===== config.mk =====
export PLATFORM = sky130hd
export DESIGN_NAME = prog_clk_divider
export DESIGN_NICKNAME = d
export VERILOG_FILES = /design/src/rtl/prog_clk_divider.sv
export SDC_FILE = /design/constraint.sdc
export NUM_CORES = 1
export LEC_CHECK = 0
export CAP_MARGIN = 0
export CORE_MARGIN = 2
export CORE_UTILIZATION = 52
export CTS_BUF_LIST = sky130_fd_sc_hd__clkbuf_4 sky130_fd_sc_hd__clkbuf_8
export DETAILED_ROUTE_END_ITERATION = 16
export GPL_ROUTABILITY_DRIVEN = 1
export PLACE_DENSITY_LB_ADDON = 0.2
export SLEW_MARGIN = 20
export SYNTH_ARGS = -nofsm -noshare
export SYNTH_HDL_FRONTEND = slang
export SYNTH_SLANG_ARGS = --single-unit

===== constraint.sdc =====
create_clock -name clk -period 4.25 [get_ports clk]
set_clock_uncertainty 0.2 [all_clocks]
set_input_delay 0.85 -clock clk [delete_from_list [all_inputs] [get_ports clk]]
set_output_delay 0.85 -clock clk [all_outputs]
set_load 0.02 [all_outputs]

===== src/rtl/prog_clk_divider.sv =====
// Runtime-programmable integer clock divider with a 50%-duty clk_out for any ratio 2..2^DIV_W-1.
// Latency: clk_out rises and tick pulses at the first posedge that samples en=1 in IDLE.
// No backpressure: ratio loads are accepted every cycle and queued until the next period boundary.
module prog_clk_divider #(
  parameter int DIV_W     = 8,
  parameter int DIV_RESET = 5
) (
  input  logic             clk,
  input  logic             reset_n,
  input  logic             en,
  input  logic             div_load,
  input  logic [DIV_W-1:0] div_in,
  output logic             clk_out,
  output logic             tick,
  output logic [DIV_W-1:0] div_cur,
  output logic             err
);

  typedef enum logic {IDLE = 1'b0, RUN = 1'b1} state_t;

  localparam logic [DIV_W-1:0] DIV_RST = DIV_W'(DIV_RESET);
  localparam logic [DIV_W-1:0] ONE     = DIV_W'(1);
  localparam logic [DIV_W-1:0] TWO     = DIV_W'(2);

  state_t           state, state_nxt;
  logic [DIV_W-1:0] cnt, cnt_nxt;
  logic [DIV_W-1:0] div_nxt;
  logic [DIV_W-1:0] pend, pend_nxt, pend_eff;
  logic             pend_vld, pend_vld_nxt, pend_eff_vld;
  logic             load_ok, load_bad;
  logic             apply;
  logic             tick_nxt;
  logic             err_nxt;
  logic             hi_p, hi_p_nxt;
  logic             hi_n;

  // A ratio below 2 cannot produce a clock; such loads only flag err.
  assign load_ok  = div_load && (div_in >= TWO);
  assign load_bad = div_load && (div_in < TWO);

  // Next-state, counter, ratio hand-over and high-phase decode.
  always_comb begin
    state_nxt    = state;
    cnt_nxt      = cnt;
    tick_nxt     = 1'b0;
    apply        = 1'b0;
    // A load arriving on the boundary cycle takes effect at that same boundary.
    pend_eff     = load_ok ? div_in : pend;
    pend_eff_vld = load_ok | pend_vld;

    case (state)
      IDLE: begin
        cnt_nxt = '0;
        if (en) begin
          apply     = 1'b1;
          state_nxt = RUN;
          tick_nxt  = 1'b1;
        end
      end
      RUN: begin
        if (cnt != div_cur - ONE) begin
          cnt_nxt = cnt + ONE;
        end else begin
          // Period end: the only point where the ratio may change.
          apply   = 1'b1;
          cnt_nxt = '0;
          if (en) begin
            tick_nxt = 1'b1;
          end else begin
            state_nxt = IDLE;
          end
        end
      end
      default: begin
        state_nxt = IDLE;
        cnt_nxt   = '0;
      end
    endcase

    div_nxt      = (apply && pend_eff_vld) ? pend_eff : div_cur;
    pend_nxt     = pend_eff;
    pend_vld_nxt = apply ? 1'b0 : pend_eff_vld;

    err_nxt = err;
    if (load_bad) begin
      err_nxt = 1'b1;
    end else if (load_ok) begin
      err_nxt = 1'b0;
    end

    // High for the first floor(N/2) cycles of each period.
    hi_p_nxt = (state_nxt == RUN) && (cnt_nxt < (div_nxt >> 1));
  end

  // Rising-edge state: FSM, counter, ratio, pending load, strobes.
  always_ff @(posedge clk or negedge reset_n) begin
    if (!reset_n) begin
      state    <= IDLE;
      cnt      <= '0;
      hi_p     <= 1'b0;
      tick     <= 1'b0;
      err      <= 1'b0;
      div_cur  <= DIV_RST;
      pend     <= '0;
      pend_vld <= 1'b0;
    end else begin
      state    <= state_nxt;
      cnt      <= cnt_nxt;
      hi_p     <= hi_p_nxt;
      tick     <= tick_nxt;
      err      <= err_nxt;
      div_cur  <= div_nxt;
      pend     <= pend_nxt;
      pend_vld <= pend_vld_nxt;
    end
  end

  // Half-cycle delayed copy of hi_p, stretches the high phase for odd ratios.
  always_ff @(negedge clk or negedge reset_n) begin
    if (!reset_n) begin
      hi_n <= 1'b0;
    end else begin
      hi_n <= hi_p;
    end
  end

  // hi_n is always low at a period boundary, so the select change at the wrap cannot glitch.
  assign clk_out = div_cur[0] ? (hi_p | hi_n) : hi_p;

endmodule


==> reports/results.tsv <==
stage	metric	value	unit
final_layout	commonest non-fill, non-tap cell in the layout	dfrtp_1	
power	NetSw	0.692	mW
worst_setup_path	Data arrival, critical path	3110	ps
drt	total wire length	3620	um
hold_path	Hold WC Path Type	flip-flop to flip-flop	
power	Seq pwr share	33.1	%
clocking	CTS Root Cell	clkbuf_4	
yosys	EDFF count, synth	0	
drt	ANT nets after route	0	
yosys	register area share after synthesis	41.8	%
final_layout	most frequent cells in the layout	27 x dfrtp_1, 22 x nand2_1, 21 x clkdlybuf4s50_1	
yosys	Post-Syn Area	1800	um^2
worst_setup_path	Crit Path Class	flip-flop to output pin	
final_layout	NumNets Final	214	
yosys	syn_nets	185	
worst_setup_path	CP endpoint kind	output pin	
drt	DR WL/cell	15.0	um
timing	Slew @ Worst Pin	525	ps
timing	post-route setup TNS	0	ps
power	Net Sw Frac	43.4	%
power	maximum VDD drop	370	uV
drt	Iter 0 DRT Violations	62	
final_layout	n_diodes	0	
global_route	GRT Util Overall	20.7	%
placed_design	Inst Count DP	233	
clocking	CTS tree	built	
clocking	clock latency on the worst-skew pair	330	ps
drt	DRC	0	
yosys	portion of netlist area occupied by mux cells	10.0	%
power	P_int	0.904	mW
yosys	top-area cell type share of the netlist area	37.5	%
global_route	grt ovf	0	
final_layout	fin cells	241	
yosys	syn avg cell area	10.9	um^2
global_route	largest net degree at the start of global routing	30	
clocking	Clock transition at path regs	100	ps
die	Site Rows	21	
clocking	# clock sinks	30	
run	max_cap viols	0	
clocking	H-tree Lvls	2	
die	Initial Utilization	54.0	%
timing	RSZ-0062 raised after global routing	no	
timing	fin. max-slew vios	0	
power	Comb power frac	56.4	%
yosys	Synth Area in XOR/XNOR	8.69	%
drt	Pre-antenna DRT Iters	4	
final_layout	area growth from synthesis to layout	17.6	%
timing	Final Hold Fails	0	
clocking	Post-CTS Hold Fix Bufs	0	
run_status	status	finished, final reports clean	
timing	final hold slack	293	ps
clocking	clock buffer depth	2	
yosys	Yosys top cell by area	dfrtp_1	
clocking	post-CTS setup buffer count	0	
placed_design	RD Place Congestion	0.811	
drt	total number of vias	1296	
yosys	post-synthesis adder-cell area fraction	5.56	%
hold_path	Hold Path Stages	1	
timing	Setup violations, final	0	
power	power per cell area	754	nW/um^2
power	Leak	0.914	nW
yosys	Yosys reg bits	30	
power	clock power share	10.4	%
timing	Slew headroom	64.5	%
yosys	YS warnings	0	
final_layout	post-route cell area	2120	um^2
yosys	Yosys cell types	50	
die	Die Y	62.8	um
yosys	main combinational cell family by area after synthesis	simple AND/OR/NAND/NOR gates	
yosys	compound-cell area share of the yosys netlist	11.3	%
clocking	cts bufs inserted	5	
yosys	top post-synthesis cells by area	dfrtp_1 38%, ha_1 5.6%, xor2_1 4.9%, nand2_1 4.6%, mux2_4 4.2%	
worst_setup_path	maximum fanout along the worst path	1	
global_route	initial antenna violation count	0	
yosys	Gate Count Post-Synth	165	
worst_setup_path	R2R depth	13	
placed_design	Port Buf Inserts	22	
drt	routed vias/inst	5.38	
worst_setup_path	crit start category	flip-flop	
global_route	vias in the first global route	1271	
worst_setup_path	Critical Path RT	3200	ps
die	width of the die	62.8	um
final_layout	share of layout cells above drive strength 1	19.5	%
die	core area	3340	um^2
yosys	Async S/R FF share, synth	100	%
global_route	first-pass GRT wire length	6240	um
yosys	area share of and/or/nand/nor cells after synthesis	18.3	%
die	DIE AREA	3950	um^2
yosys	ys flop type	dfrtp_1	
placed_design	final HPWL from detailed placement	2810	um
die	Top Ports	23	
placed_design	placed instance area	2060	um^2
final_layout	Final Core Density	63.4	%
==> cells by family (layout without fill, tap and decap cells) <==
kind of cell	after synthesis	count (layout)
fa+ha+maj	8	8
simple gates	63	63
buf+inv	10	40
flops	30	30
xor+xnor	17	17
compound gates	22	22
mux	15	15
==> final cells by class <==
cell class / instances / area [um^2]
clock buffer: 6 / 45.0
clock inverter: 2 / 10.0
fill: 298 / 1220
inverter: 4 / 15.0
multi-input combinational: 125 / 976
sequential: 30 / 753
tap: 46 / 57.6
timing repair buffer: 28 / 260
==> cells in the mapped netlist (2+ instances only) <==
| master | instances |
|---|---|
| dfrtp_1 | 27 |
| nand2_1 | 22 |
| nor2_1 | 11 |
| xor2_1 | 10 |
| ha_1 | 8 |
| nand3_1 | 8 |
| mux2i_1 | 6 |
| xnor2_1 | 6 |
| mux2_4 | 5 |
| a21oi_1 | 4 |
| inv_1 | 4 |
| and3_1 | 3 |
| mux2_1 | 3 |
| o21ai_0 | 3 |
| a31oi_1 | 2 |
| a32oi_1 | 2 |
| buf_2 | 2 |
| buf_6 | 2 |
| dfstp_2 | 2 |
| nand3b_1 | 2 |
| nor2b_1 | 2 |
| nor4_1 | 2 |
| o21a_1 | 2 |
==> path summary, 6_finish.rpt <==
path | startpoint | endpoint | slack (ps)
max | hi_n | clk_out | 90
min | err | err | 290
max reg2reg | div_cur[0] | hi_p | 350
min reg2reg | err | err | 290
max in group asynchronous | reset_n | hi_n | 1150
min in group asynchronous | reset_n | div_cur[7] | 810
==> power groups by stage <==
stage          registers (mW)  logic (mW)  clock network, mW
6_report                0.529       0.901              0.167
5_1_grt                 0.549       0.999              0.184
4_1_cts                 0.529       0.905              0.169
3_5_place_dp            0.535       0.902                  0
3_3_place_gp            0.524       0.879                  0
2_1_floorplan           0.513       0.689                  0
==> stage by stage <==
stage,power [mW],setup WS (ps)
global placement,1.40,13.4
floorplan,1.20,369
global route,1.73,52.7
CTS,1.60,73.1
finish,1.60,86.7
detailed placement,1.44,-5.23
==> worst max-delay path, stage by stage, from the launching register on <==
cell and delay [ps]:
dfrtn_1 410, a21o_1 110, buf_2 150
==> state kept, by name, indices dropped and copies added, names as in the netlist <==
signal	cells
tick	1
hi_p	1
div_cur	8
state	1
pend_vld	1
hi_n	1
err	1
pend	8
cnt	8
==> metal layers <==
metal  track usage [%]  up-vias  wire length (um)
li1                  -      635                 -
met1              27.5      631              1650
met2              33.3       25              1780
met3              5.05        5               135
met4              6.67        0                53
met5                 0        -                 0
==> timing repair <==
item | in CTS | in global routing
endpoints found under the setup margin | 1 | 1
resized for setup | 4 | 1
gates cloned | 0 | 0
(Power assumes the default switching activity.)
